$ cat config.mk
export PLATFORM = sky130hd
export DESIGN_NAME = load_store_unit_flat
export DESIGN_NICKNAME = d
export VERILOG_FILES = /design/src/rtl/load_store_unit_if.sv /design/src/rtl/load_store_unit.sv /design/src/flat_wrapper.sv
export SDC_FILE = /design/constraint.sdc
export NUM_CORES = 1
export LEC_CHECK = 0
export ABC_CLOCK_PERIOD_IN_PS = 4800
export BUFFER_PORTS_ARGS = -buffer_cell sky130_fd_sc_hd__buf_2
export CAP_MARGIN = 20
export CORE_MARGIN = 1.5
export CORE_UTILIZATION = 48
export DETAILED_ROUTE_END_ITERATION = 10
export PLACE_DENSITY = 0.84
export RECOVER_POWER = 100
export SETUP_SLACK_MARGIN = 0.2
export SYNTH_ARGS = -nofsm -noshare
export SYNTH_HDL_FRONTEND = slang
export SYNTH_SLANG_ARGS = --single-unit
$ cat constraint.sdc
create_clock -name clk -period 4.8 [get_ports clk]
set_input_delay 0.48 -clock clk [delete_from_list [all_inputs] [get_ports clk]]
set_output_delay 0.48 -clock clk [all_outputs]
set_load 0.02 [all_outputs]
$ cat src/rtl/load_store_unit_if.sv
// Pipeline-to-LSU request/response handshake plus the LSU's byte-addressed memory port.
// Handshake rule: a transfer happens on a rising clk edge where valid && ready are both 1; a source keeps valid and its payload stable until that edge.
interface load_store_unit_if #(parameter int ADDR_W = 32);
  logic              req_valid;
  logic              req_ready;
  logic              req_store;
  logic [2:0]        req_funct3;
  logic [ADDR_W-1:0] req_addr;
  logic [31:0]       req_wdata;

  logic              resp_valid;
  logic              resp_ready;
  logic [31:0]       resp_data;
  logic              resp_err;

  logic [ADDR_W-1:0] mem_rd_addr;
  logic [31:0]       mem_rd_data;
  logic [1:0]        mem_wr;
  logic [ADDR_W-1:0] mem_wr_addr;
  logic [31:0]       mem_wr_data;

  modport master (
    output req_valid, req_store, req_funct3, req_addr, req_wdata, resp_ready, mem_rd_data,
    input  req_ready, resp_valid, resp_data, resp_err, mem_rd_addr, mem_wr, mem_wr_addr, mem_wr_data
  );

  modport slave (
    input  req_valid, req_store, req_funct3, req_addr, req_wdata, resp_ready, mem_rd_data,
    output req_ready, resp_valid, resp_data, resp_err, mem_rd_addr, mem_wr, mem_wr_addr, mem_wr_data
  );
endinterface

$ cat src/rtl/load_store_unit.sv
// RV32I load/store unit: one outstanding request, alignment/legality checks, single-pulse writes,
// sign/zero-extended loads over a one-cycle-latency memory read port.
module load_store_unit #(
  parameter int ADDR_W = 32
) (
  input  logic                clk,
  input  logic                rst,
  load_store_unit_if.slave    bus,
  output logic [2:0]          state_dbg
);

  typedef enum logic [2:0] {
    IDLE     = 3'd0,
    RD_WAIT  = 3'd1,
    RD_CAP   = 3'd2,
    ST_ISSUE = 3'd3,
    RESP     = 3'd4
  } state_t;

  state_t            state;
  logic [2:0]        funct3_q;

  logic [ADDR_W-1:0] addr_in;
  logic [2:0]        f3_in;
  logic              illegal;
  logic              misaligned;
  logic [1:0]        wr_size;
  logic [31:0]       wr_data_masked;
  logic [31:0]       load_data;

  assign addr_in   = bus.req_addr;
  assign f3_in     = bus.req_funct3;
  assign state_dbg = state;

  // funct3[1:0] encodes access size for both loads and stores (0 byte, 1 half, 2 word).
  always_comb begin
    illegal        = 1'b0;
    misaligned     = 1'b0;
    wr_size        = 2'd0;
    wr_data_masked = 32'd0;
    if (bus.req_store) illegal = (f3_in > 3'd2);
    else               illegal = (f3_in == 3'd3) || (f3_in == 3'd6) || (f3_in == 3'd7);
    misaligned = ((f3_in[1:0] == 2'd1) && addr_in[0]) ||
                 ((f3_in[1:0] == 2'd2) && (addr_in[1:0] != 2'b00));
    case (f3_in[1:0])
      2'd0:    begin wr_size = 2'd1; wr_data_masked = {24'd0, bus.req_wdata[7:0]};  end
      2'd1:    begin wr_size = 2'd2; wr_data_masked = {16'd0, bus.req_wdata[15:0]}; end
      default: begin wr_size = 2'd3; wr_data_masked = bus.req_wdata;                end
    endcase
  end

  always_comb begin
    load_data = 32'd0;
    case (funct3_q)
      3'd0:    load_data = {{24{bus.mem_rd_data[7]}},  bus.mem_rd_data[7:0]};
      3'd1:    load_data = {{16{bus.mem_rd_data[15]}}, bus.mem_rd_data[15:0]};
      3'd2:    load_data = bus.mem_rd_data;
      3'd4:    load_data = {24'd0, bus.mem_rd_data[7:0]};
      3'd5:    load_data = {16'd0, bus.mem_rd_data[15:0]};
      default: load_data = 32'd0;
    endcase
  end

  always_ff @(posedge clk or posedge rst) begin
    if (rst) begin
      state           <= IDLE;
      funct3_q        <= 3'd0;
      bus.req_ready   <= 1'b1;
      bus.resp_valid  <= 1'b0;
      bus.resp_err    <= 1'b0;
      bus.resp_data   <= 32'd0;
      bus.mem_wr      <= 2'd0;
      bus.mem_rd_addr <= '0;
      bus.mem_wr_addr <= '0;
      bus.mem_wr_data <= 32'd0;
    end else begin
      case (state)
        IDLE: begin
          if (bus.req_valid) begin
            bus.req_ready <= 1'b0;
            funct3_q      <= f3_in;
            if (illegal || misaligned) begin
              bus.resp_valid <= 1'b1;
              bus.resp_err   <= 1'b1;
              bus.resp_data  <= 32'd0;
              state          <= RESP;
            end else if (bus.req_store) begin
              bus.mem_wr      <= wr_size;
              bus.mem_wr_addr <= addr_in;
              bus.mem_wr_data <= wr_data_masked;
              state           <= ST_ISSUE;
            end else begin
              bus.mem_rd_addr <= addr_in;
              state           <= RD_WAIT;
            end
          end
        end
        RD_WAIT: state <= RD_CAP;
        RD_CAP: begin
          bus.resp_data  <= load_data;
          bus.resp_err   <= 1'b0;
          bus.resp_valid <= 1'b1;
          state          <= RESP;
        end
        ST_ISSUE: begin
          bus.mem_wr     <= 2'd0;
          bus.resp_data  <= 32'd0;
          bus.resp_err   <= 1'b0;
          bus.resp_valid <= 1'b1;
          state          <= RESP;
        end
        RESP: begin
          if (bus.resp_ready) begin
            bus.resp_valid <= 1'b0;
            bus.req_ready  <= 1'b1;
            state          <= IDLE;
          end
        end
        default: state <= IDLE;
      endcase
    end
  end

endmodule

$ cat src/flat_wrapper.sv
// flat-port wrapper written by rule: the top's interface ports become plain ports
module load_store_unit_flat 
#(
  parameter int ADDR_W = 32
)
  (clk, rst, state_dbg, bus_req_valid, bus_req_store, bus_req_funct3, bus_req_addr, bus_req_wdata, bus_resp_ready, bus_mem_rd_data, bus_req_ready, bus_resp_valid, bus_resp_data, bus_resp_err, bus_mem_rd_addr, bus_mem_wr, bus_mem_wr_addr, bus_mem_wr_data);
  load_store_unit_if #(.ADDR_W(ADDR_W)) bus_i ();
  input  logic clk;
  input  logic rst;
  output logic [2:0] state_dbg;
  input wire logic [$bits(bus_i.req_valid)-1:0] bus_req_valid;
  input wire logic [$bits(bus_i.req_store)-1:0] bus_req_store;
  input wire logic [$bits(bus_i.req_funct3)-1:0] bus_req_funct3;
  input wire logic [$bits(bus_i.req_addr)-1:0] bus_req_addr;
  input wire logic [$bits(bus_i.req_wdata)-1:0] bus_req_wdata;
  input wire logic [$bits(bus_i.resp_ready)-1:0] bus_resp_ready;
  input wire logic [$bits(bus_i.mem_rd_data)-1:0] bus_mem_rd_data;
  output wire logic [$bits(bus_i.req_ready)-1:0] bus_req_ready;
  output wire logic [$bits(bus_i.resp_valid)-1:0] bus_resp_valid;
  output wire logic [$bits(bus_i.resp_data)-1:0] bus_resp_data;
  output wire logic [$bits(bus_i.resp_err)-1:0] bus_resp_err;
  output wire logic [$bits(bus_i.mem_rd_addr)-1:0] bus_mem_rd_addr;
  output wire logic [$bits(bus_i.mem_wr)-1:0] bus_mem_wr;
  output wire logic [$bits(bus_i.mem_wr_addr)-1:0] bus_mem_wr_addr;
  output wire logic [$bits(bus_i.mem_wr_data)-1:0] bus_mem_wr_data;
  assign bus_i.req_valid = bus_req_valid;
  assign bus_i.req_store = bus_req_store;
  assign bus_i.req_funct3 = bus_req_funct3;
  assign bus_i.req_addr = bus_req_addr;
  assign bus_i.req_wdata = bus_req_wdata;
  assign bus_i.resp_ready = bus_resp_ready;
  assign bus_i.mem_rd_data = bus_mem_rd_data;
  assign bus_req_ready = bus_i.req_ready;
  assign bus_resp_valid = bus_i.resp_valid;
  assign bus_resp_data = bus_i.resp_data;
  assign bus_resp_err = bus_i.resp_err;
  assign bus_mem_rd_addr = bus_i.mem_rd_addr;
  assign bus_mem_wr = bus_i.mem_wr;
  assign bus_mem_wr_addr = bus_i.mem_wr_addr;
  assign bus_mem_wr_data = bus_i.mem_wr_data;
  load_store_unit #(.ADDR_W(ADDR_W)) u_core (.clk(clk), .rst(rst), .bus(bus_i), .state_dbg(state_dbg));
endmodule
Yosys cells after proc, flatten, opt, wreduce, memory -nomap -nowiden
Index checks and enable logic that the tools add are counted.
Widths: inputs -> output; s select.
{"block": "totals", "ramBits": 0, "elab_cells": 80, "mem_bits_ro": 0, "mem_count": 0, "latchBits": 0, "ff_bits": 139}
{"block": "classes", "eq_ne": 18, "n_addsub": 0, "reduce_logical": 25, "shifts": 0, "div": 0, "bitwise_logic": 2, "mul": 0, "order_cmp": 1, "mux": 24}
{"operator": "$pmux 32 s5", "n": 1}
{"operator": "$pmux 32 s3", "n": 1}
{"operator": "$mux 32", "n": 2}
{"operator": "$pmux 32 s2", "n": 1}
{"operator": "$reduce_and 4->1", "n": 4}
{"operator": "$eq 3x3->1 const B", "n": 5}
{"operator": "$eq 3x2->1 const B", "n": 4}
{"operator": "$pmux 3 s4", "n": 1}
{"operator": "$mux 3", "n": 3}
{"operator": "$reduce_and 3->1", "n": 3}
{"operator": "$mux 2", "n": 4}
{"operator": "$ne 2x2->1 const B", "n": 4}
{"operator": "$pmux 2 s2", "n": 2}
{"operator": "$reduce_bool 2->1", "n": 4}
{"operator": "$eq 3x1->1 const B", "n": 2}
{"operator": "$logic_not 3->1", "n": 2}
{"operator": "$mux 1", "n": 6}
{"operator": "$reduce_bool 3->1", "n": 2}
{"operator": "$logic_or 1x1->1", "n": 4}
{"operator": "$pmux 1 s2", "n": 2}
{"operator": "$reduce_and 2->1", "n": 2}
{"operator": "$gt 3x2->1 const B", "n": 1}
{"operator": "$pmux 1 s3", "n": 1}
{"operator": "$eq 2x1->1 const B", "n": 1}
{"operator": "6 further kinds", "n": 8}

Longest topological paths before layout
Gate-level depths: netlist (run 1).
{"block": "logic_depth", "ltp_word": 8, "mapped_depth": 7}

Least setup slack after synthesis (run 1)
No wires, ideal clock.
{"block": "synth_timing", "kind": "register to register", "start": "register u_core.state[2], in the netlist u_core.state_dbg[2]", "end": "register u_core.bus.mem_wr_data[0]", "period_less_slack_ns": 2.419, "slack_ns": 2.381, "path_buffers": 3, "stages_incl_launch_ff": 7, "t_required_ns": 4.675, "t_arrival_ns": 2.294, "setup_time_ns": 0.125, "cell_sequence": "dfrtp_1 > buf_6 > or4b_1 > buf_6 > nor4b_4 > buf_6 > mux2_4"}
{"block": "synth_between", "elab_chain_len": 2}
{"element": "start, declared", "line_no": "load_store_unit.sv:20", "text": "state_t state;"}
{"element": "start signal, assigned", "line_no": "load_store_unit.sv:66", "text": "state <= IDLE;"}
{"element": "start signal, assigned", "line_no": "load_store_unit.sv:86", "text": "state <= RESP;"}
{"element": "start signal, assigned", "line_no": "load_store_unit.sv:91", "text": "state <= ST_ISSUE;"}
{"element": "$logic_not 3->1", "line_no": "load_store_unit.sv:77", "text": "case (state)"}
{"element": "$reduce_and 4->1 (no line)"}
{"element": "end signal, assigned", "line_no": "load_store_unit.sv:90", "text": "bus.mem_wr_data <= wr_data_masked;"}
{"element": "end, declared", "line_no": "load_store_unit_if.sv:29", "text": "output req_ready, resp_valid, resp_data, resp_err, mem_rd_addr, mem_wr, mem_wr_addr, mem_wr_data"}
No other way between the ends.
A chain may end at the register's enable or synchronous reset.

Worst setup path after layout (run 1)
{"block": "layout_timing", "start": "register u_core.state[2], in the netlist u_core.state_dbg[2]", "end": "register u_core.bus.mem_rd_addr[3]"}
{"block": "layout_between", "elab_chain_len": 2}
{"element": "$logic_not 3->1", "line_no": "load_store_unit.sv:77"}
{"element": "$reduce_and 4->1 (no line)"}
{"element": "end signal, assigned", "line_no": "load_store_unit.sv:93", "text": "bus.mem_rd_addr <= addr_in;"}
{"element": "end, declared", "line_no": "load_store_unit_if.sv:29"}
No other way between the ends.

==> results of run 1 <==
## routing by layer
metal  wire length (µm)  up-vias  global-route usage (%)
li1                   -     2061                       -
met1               5840     2275                    28.4
met2               7700      200                    41.2
met3               1280       25                    8.89
met4                295        0                    9.67
met5                  0        -                       0
## cell type report
| cell class | count | area [µm²] |
|---|---|---|
| well taps | 147 | 184 |
| fillers | 1008 | 4420 |
| inverters | 3 | 16.3 |
| clock inverters | 12 | 146 |
| flip-flops and latches | 139 | 3480 |
| multi-input cells | 261 | 2150 |
| repair buffers | 244 | 1050 |
| clock buffers | 20 | 457 |
| diodes | 1 | 2.50 |
## kinds of logic after synthesis
family	synth area share (%)
flops	59.8
simple gates	6.99
compound gates	12.1
mux	18.3
buf+inv	2.75
## worst min-delay path by stage
stage,to,slack (ns)
finish,u_core.bus.mem_rd_addr[28],0.22
global route,u_core.bus.mem_wr_data[22],0.27
CTS,u_core.bus.mem_wr_addr[30],0.26
detailed placement,u_core.bus.resp_err,0.48
global placement,u_core.bus.resp_err,0.47
floorplan,u_core.funct3_q[2],0.55
## cell usage after synthesis (2+ instances only)
master | instances | area [µm²]
clkbuf_1 | 20 | 75.1
nand3b_1 | 3 | 22.5
a22oi_1 | 24 | 180
dfrtp_1 | 138 | 3450
a21oi_1 | 4 | 20.0
nor2b_1 | 13 | 81.3
buf_1 | 4 | 15.0
o22ai_1 | 26 | 163
nor2_1 | 5 | 18.8
mux2i_1 | 2 | 20.0
o21ai_0 | 12 | 60.1
o21a_1 | 3 | 22.5
mux2_2 | 80 | 901
a22o_1 | 16 | 140
buf_2 | 5 | 25.0
inv_1 | 3 | 11.3
mux2_4 | 9 | 135
nand2b_1 | 9 | 56.3
buf_6 | 3 | 33.8
nor3b_1 | 2 | 15.0
a32oi_1 | 8 | 70.1
nand2_1 | 28 | 105
## power by group through the flow
stage / Sequential [mW] / Clock, mW / Combinational [mW]
2_1_floorplan: 2.48 / 0 / 0.758
3_3_place_gp: 1.93 / 0 / 1.95
3_5_place_dp: 1.96 / 0 / 2.00
4_1_cts: 1.96 / 1.35 / 2.01
5_1_grt: 2.04 / 1.40 / 1.98
6_report: 1.97 / 1.34 / 1.83
## flip-flops by register name, indices dropped and copies added (netlist names)
signal	flops
u_core.bus.mem_wr_addr	32
u_core.bus.mem_wr_data	32
u_core.bus.resp_data	32
u_core.bus.mem_wr	2
u_core.bus.resp_valid	1
u_core.bus.mem_rd_addr	32
u_core.state_dbg	3
u_core.bus.req_ready	1
u_core.bus.resp_err	1
u_core.funct3_q	3
## worst max-delay path: stages (launching register included)
cell      delay (ns)
dfrtp_1         0.58
or4b_1          0.86
a211oi_4        0.29
clkbuf_1        1.30
mux2_2          0.45
## stage by stage
stage	hold WS, ns	setup slack (ns)
detailed placement	0.476	2.06
global placement	0.467	2.23
global route	0.265	0.925
floorplan	0.551	0.597
CTS	0.260	2.03
finish	0.222	1.19
==> results.txt, run 1 <==
Status - finished with violations
Failing checks - max-capacitance violations, max-slew violations
Core area - 0.0119 mm²
Reg2reg setup slack - 1.19 ns
Asr flop ratio synth - 100%
Worst-path clk slew - 0.06 ns
Reg-to-reg endpoint - u_core.bus.mem_rd_addr[3]
Worst-Margin Slew - 2.41 ns
Post-route minimum period - 3.61 ns
Die Span Y - 113 µm
Initial DRT Pass Iterations - 5
CTS tree - built
Comb power frac - 35.7%
Hold Fails Final Rpt - 0
Vias/cell - 5.52
Cells on worst reg2reg path - 4
Pwr Density - 686 mW/mm²
Mean area per synthesized cell - 13.4 µm²
Sequential Power Share - 38.3%
Floorplan row count - 40
Initial DRC count - 337
Worst Setup SP - u_core.state_dbg[2]
Port buffer count - 239
Final setup viols - 0
Utilization after layout - 62.9%
Non-filler cells, final - 827
Layout Skew - 0.00740 ns
Die ar. - 0.0128 mm²
Mapped Area - 0.00582 mm²
CTS Hold Bufs - 0
Detailed Place HPWL - 10500 µm
Later-pin clock latency in the skew report - 0.42 ns
Initial Util - 48.9%
Worst endpoint required time - 5.09 ns
Setup TNS - 0 ns
Maximum clock rate - 0.277 GHz
Max Fanout on Critical Path - 32
Commonest non-fill, non-tap cells in the layout - clkbuf_1, dfrtp_1, buf_2, mux2_2, nand2_1
All-Layer GR Usage - 24.4%
Syn_nets - 539
Post-synthesis sequential area ratio - 59.8%
Total Power - 5.14 mW
CP arrival - 3.90 ns
Drt total wl - 15100 µm
Vias in the first global route - 4825
CTS H-tree depth - 4
Int Pwr - 3.14 mW
EDFF count, synth - 0
Clock share of power - 26.0%
Design area - 0.00749 mm²
Post-CTS Setup Repair Bufs - 0
Max-slew violations - 81
CTS buffer count - 17
Critical path class - register to register
Switching power - 2.00 mW
Num ports - 240
Via count - 4561
Yosys warns - 0
Peak supply drop - 0.472 mV
Critical path endpoint category - register
Worst R2R Start - u_core.state_dbg[2]
RSZ-0062 raised after global routing - no
Grt total ovfl - 0
Die X - 113 µm
Max-Cap Viols - 2
# DRC - 0
DP Area - 0.00710 mm²
Wire per inst - 18.3 µm
Slew HR - -60.9%
Share of layout cells above drive strength 1 - 32.3%
Clk sinks - 139
Antenna violations before repair - 1
Commonest non-fill, non-tap cell in the layout - clkbuf_1
Fin nets - 770
DP Cell Count - 794
Cell variety after synth - 40
Post-CTS Resized - 0
Routed Antenna Nets - 0
Predominant post-synthesis flop cell - dfrtp_1
Global placement routability congestion - 0.823
Largest net degree at the start of global routing - 94
P_leak - 3.31 nW
Hold Crit Class - input port to async pin
CP endpoint - u_core.bus.mem_rd_addr[3]
Area Overhead vs Synth - 28.7%
First-pass GRT wire length - 24300 µm
Clk buf depth - 2
Crit start category - register
#FFs+latches synth - 139
Synth Instances - 435
CTS Root Buffer Type - clkbuf_16
Switching Share - 38.8%
Final worst-path cycle share - 75.2%
Power figures use the tool's default switching activity.
==> run 2: changes to the inputs <==
--- a/config.mk
+++ b/config.mk
@@ -5,13 +5,13 @@
 export SDC_FILE = /design/constraint.sdc
 export NUM_CORES = 1
 export LEC_CHECK = 0
-export ABC_CLOCK_PERIOD_IN_PS = 4800
+export ABC_CLOCK_PERIOD_IN_PS = 3100
 export BUFFER_PORTS_ARGS = -buffer_cell sky130_fd_sc_hd__buf_2
 export CAP_MARGIN = 20
 export CORE_MARGIN = 1.5
-export CORE_UTILIZATION = 48
+export CORE_UTILIZATION = 43
 export DETAILED_ROUTE_END_ITERATION = 10
-export PLACE_DENSITY = 0.84
+export PLACE_DENSITY = 0.8
 export RECOVER_POWER = 100
 export SETUP_SLACK_MARGIN = 0.2
 export SYNTH_ARGS = -nofsm -noshare
==> constraint.sdc (replaced) <==
create_clock -name clk -period 3.1 [get_ports clk]
set_input_delay 0.31 -clock clk [delete_from_list [all_inputs] [get_ports clk]]
set_output_delay 0.31 -clock clk [all_outputs]
set_load 0.02 [all_outputs]
==> results.txt, run 2 (synthesis gave the netlist of run 1 again) <==
Post-route minimum period - 2.66 ns
Design area - 0.00758 mm²
Share of layout cells above drive strength 1 - 33.5%
Post-CTS Resized - 0
Total Power - 8.03 mW
Worst-Margin Slew - 1.16 ns
Fin nets - 777
Antenna violations before repair - 1
Final worst-path cycle share - 85.7%
Largest net degree at the start of global routing - 78
CTS H-tree depth - 4
Setup TNS - 0 ns
All-Layer GR Usage - 21.2%
DP Area - 0.00719 mm²
Worst endpoint required time - 3.38 ns
RSZ-0062 raised after global routing - no
CP top delay family - simple AND/OR/NAND/NOR gates
Critical path endpoint category - register
CTS Root Buffer Type - clkbuf_16
CP Cell Sequence - or4b_1, nor4b_1, buf_4, mux2_1
Core area - 0.0132 mm²
Commonest non-fill, non-tap cell in the layout - dfrtp_1
Cells on worst reg2reg path - 4
DP Cell Count - 829
Max Fanout on Critical Path - 10
Detailed Place HPWL - 10600 µm
Later-pin clock latency in the skew report - 0.41 ns
Vias/cell - 5.31
CP arrival - 2.93 ns
Final setup viols - 0
Layout Skew - 0.00585 ns
Hold path cells - 2
Initial Util - 44.0%
Initial DRC count - 193
Critical path class - register to register
Max-slew violations - 0
Worst Path Buf+Inv - 1
Status - finished, final reports clean
CTS buffer count - 17
Slew HR - 22.2%
Die ar. - 0.0142 mm²
Die Span Y - 119 µm
Vias in the first global route - 4757
P_leak - 3.37 nW
Die X - 119 µm
Reg area - 0.00348 mm²
Drt total wl - 15000 µm
Peak supply drop - 0.868 mV
CTS tree - built
# DRC - 0
Floorplan row count - 42
Pwr Density - 1060 mW/mm²
Wire per inst - 17.3 µm
Slowest Stage Delay on Critical Path - 0.69 ns
Worst-path clk slew - 0.06 ns
Critical path depth - 4
Global placement routability congestion - 0.801
Initial DRT Pass Iterations - 4
Clk sinks - 139
First-pass GRT wire length - 23700 µm
Max-Cap Viols - 0
Routed Antenna Nets - 0
Grt total ovfl - 0
Critical path's slowest cell - or4b_1
Maximum clock rate - 0.376 GHz
Hold Crit Class - input port to register
Non-filler cells, final - 863
Crit start category - register
Port buffer count - 239
Hold Fails Final Rpt - 0
Fillers - 1177
Commonest non-fill, non-tap cells in the layout - dfrtp_1, clkbuf_1, buf_2, mux2_2, nand2_1
Area of the multi-input gates - 0.00213 mm²
Num ports - 240
Utilization after layout - 57.3%
Via count - 4579
Area Overhead vs Synth - 30.3%
Clk buf depth - 2
-- run 2: changes by cell type in the layout (fill, tap and decap cells not counted), sizes merged --
cell         delta
bufinv          +1
clkbuf          -4
clkinv          +1
dlygate4sd3     +1
buf             +8
-- run 2: power by group --
part / total (mW) / switching (mW) / internal, mW
Clock: 2.14 / 0.768 / 1.37
Sequential: 3.03 / 0.472 / 2.56
Combinational: 2.87 / 1.85 / 1.02
Total: 8.03 / 3.09 / 4.95
-- run 2: final cells by class --
| class | instances | share of cell area [%] |
|---|---|---|
| timing repair buffer | 251 | 14.6 |
| sequential | 139 | 45.9 |
| inverter | 3 | 0.165 |
| multi-input combinational | 261 | 28.0 |
| tap | 176 | 2.90 |
| clock buffer | 18 | 5.79 |
| clock inverter | 14 | 2.56 |
| antenna | 1 | 0.0330 |
-- run 2: final timing paths --
check                               startpoint                    endpoint  slack [ns]
min                          bus_req_wdata[24]  u_core.bus.mem_wr_data[24]        0.11
max in group asynchronous                  rst  u_core.bus.mem_wr_data[17]        0.81
max                        u_core.state_dbg[0]   u_core.bus.mem_wr_data[0]        0.44
max reg2reg                u_core.state_dbg[0]   u_core.bus.mem_wr_data[0]        0.44
min reg2reg                u_core.bus.resp_err         u_core.bus.resp_err        0.50
min in group asynchronous                  rst    u_core.bus.resp_data[12]        0.68
-- run 2: metal layers --
layer  wire length, µm  up-vias  GRT usage (%)
li1                  -     2085              -
met5                 0        -              0
met4               205        0           8.33
met1              5960     2270           25.4
met2              7520      209           35.5
met3              1280       15           6.99
-- run 2: metrics by stage --
step | setup WS (ns) | hold slack [ns]
after detailed placement | 0.673 | 0.417
after floorplan | 0.681 | 0.443
after global placement | 0.740 | 0.407
after global routing | 0.320 | 0.0997
after CTS | 0.644 | 0.0955
final | 0.444 | 0.113
-- run 2: what timing repair did --
| action | in CTS | in global routing |
|---|---|---|
| hold endpoints to repair | 25 | 0 |
| setup buffers | 0 | 0 |
| hold buffers | 1 | 0 |
==> run 3: changes to the inputs <==
--- a/config.mk
+++ b/config.mk
@@ -5,13 +5,14 @@
 export SDC_FILE = /design/constraint.sdc
 export NUM_CORES = 1
 export LEC_CHECK = 0
-export ABC_CLOCK_PERIOD_IN_PS = 3100
+export ABC_CLOCK_PERIOD_IN_PS = 2900
 export BUFFER_PORTS_ARGS = -buffer_cell sky130_fd_sc_hd__buf_2
 export CAP_MARGIN = 20
 export CORE_MARGIN = 1.5
-export CORE_UTILIZATION = 43
+export CORE_UTILIZATION = 48
+export CTS_CLUSTER_SIZE = 40
 export DETAILED_ROUTE_END_ITERATION = 10
-export PLACE_DENSITY = 0.8
+export PLACE_DENSITY = 0.84
 export RECOVER_POWER = 100
 export SETUP_SLACK_MARGIN = 0.2
 export SYNTH_ARGS = -nofsm -noshare
==> constraint.sdc (replaced) <==
create_clock -name clk -period 2.9 [get_ports clk]
set_input_delay 0.29 -clock clk [delete_from_list [all_inputs] [get_ports clk]]
set_output_delay 0.29 -clock clk [all_outputs]
set_load 0.02 [all_outputs]
==> results.txt, run 3 (synthesis gave the netlist of run 1 again) <==
Pwr Density - 1130 mW/mm²
Routed Antenna Nets - 0
Initial Util - 48.9%
CTS H-tree depth - 4
CTS buffer count - 17
Area of the multi-input gates - 0.00217 mm²
Hold Crit Class - input port to register
Post-CTS Setup Repair Bufs - 0
Fillers - 996
Core area - 0.0119 mm²
Fin nets - 773
Status - finished with violations
Maximum clock rate - 0.389 GHz
DP Area - 0.00714 mm²
Die Span Y - 113 µm
Final worst-path cycle share - 88.6%
Max-slew violations - 140
Hold path start - bus_req_wdata[16]
Initial DRC count - 485
Setup ws final - 0.332 ns
Failing checks - max-capacitance violations, max-slew violations
Floorplan row count - 40
Setup TNS - 0 ns
Port buffer count - 239
Total Power - 8.43 mW
Global placement routability congestion - 0.822
RSZ-0062 raised after global routing - no
Peak supply drop - 0.757 mV
Worst R2R Start - u_core.state_dbg[0]
Post-CTS Resized - 0
Later-pin clock latency in the skew report - 0.41 ns
Largest net degree at the start of global routing - 140
Crit start category - register
Max Fanout on Critical Path - 49
Vias/cell - 5.60
Area Overhead vs Synth - 28.6%
Pre-CTS setup slack - 0.422 ns
Critical path class - register to register
Critical path's slowest cell - or4b_1
Max-Cap Viols - 1
Design area - 0.00749 mm²
First-pass GRT wire length - 23900 µm
CP arrival - 2.87 ns
Grt total ovfl - 0
Layout Skew - 0.00792 ns
Worst-path clk slew - 0.06 ns
Slowest Stage Delay on Critical Path - 0.76 ns
All-Layer GR Usage - 24.0%
Antenna violations before repair - 1
Worst endpoint required time - 3.20 ns
Initial DRT Pass Iterations - 8
Detailed Place HPWL - 10600 µm
Hold Fails Final Rpt - 0
Wire per inst - 18.2 µm
Commonest non-fill, non-tap cell in the layout - clkbuf_1
Drt total wl - 15100 µm
Vias in the first global route - 4691
Utilization after layout - 62.8%
Num ports - 240
Die ar. - 0.0128 mm²
Clk sinks - 139
Via count - 4636
# DRC - 0
CTS Hold Bufs - 0
CTS tree - built
P_leak - 3.32 nW
Critical path endpoint category - register
Die X - 113 µm
Reg area - 0.00348 mm²
CTS Root Buffer Type - clkbuf_16
Commonest non-fill, non-tap cells in the layout - clkbuf_1, dfrtp_1, buf_2, mux2_2, nand2_1
Final setup viols - 0
Worst Setup SP - u_core.state_dbg[0]
Slew HR - -23.0%
CP Cell Sequence - or4b_1, nand4b_1, buf_2, mux2_2
Share of layout cells above drive strength 1 - 32.9%
Post-route minimum period - 2.57 ns
Worst-Margin Slew - 1.85 ns
Clk buf depth - 2
## run 3: final cells by class
| cell class | instances | share of cell area [%] |
|---|---|---|
| well taps | 147 | 2.46 |
| inverters | 3 | 0.201 |
| multi-input cells | 261 | 28.9 |
| repair buffers | 247 | 14.3 |
| diodes | 1 | 0.0334 |
| flip-flops and latches | 139 | 46.5 |
| clock inverters | 7 | 1.22 |
| clock buffers | 23 | 6.38 |
## run 3: report_power, final
part           internal (mW)  leakage [nW]  switching (mW)
combinational           1.10          1.29            2.00
sequential              2.73          1.75           0.504
clock                   1.32         0.279           0.765
## run 3: through the flow
stage / std cells / hold slack (ns)
floorplan: 435 / 0.423
global placement: 797 / 0.466
detailed placement: 797 / 0.473
CTS: 827 / 0.0785
global route: 828 / 0.0864
finish: 828 / 0.0952
## run 3: worst paths after layout
check,endpoint,slack [ns],depth (start not counted)
worst max-delay path,u_core.bus.mem_wr_addr[9],0.33,4
worst min-delay path,u_core.bus.mem_wr_data[16],0.1,2
worst max register to register,u_core.bus.mem_wr_addr[9],0.33,4
worst min register to register,u_core.bus.mem_wr_data[15],0.49,1
max in group asynchronous,u_core.bus.resp_data[23],1.15,3
min in group asynchronous,u_core.bus.mem_wr_data[6],0.55,3
## run 3: critical path: cells and delay by family, from the launching register on
family,cells,cell delay [ns]
buf+inv,1,0.49
flops,1,0.46
mux,1,0.44
simple gates,2,1.04
## run 3: layer usage
metal  vias to the layer above  global-route usage [%]  share of wire, %  wire, µm
met5                         -                       0                 0         0
met3                        19                    8.84               8.5      1280
li1                       2074                       -                 -         -
met1                      2321                    27.9                39      5830
met4                         0                    8.58               1.7       256
met2                       222                    41.1                51      7700
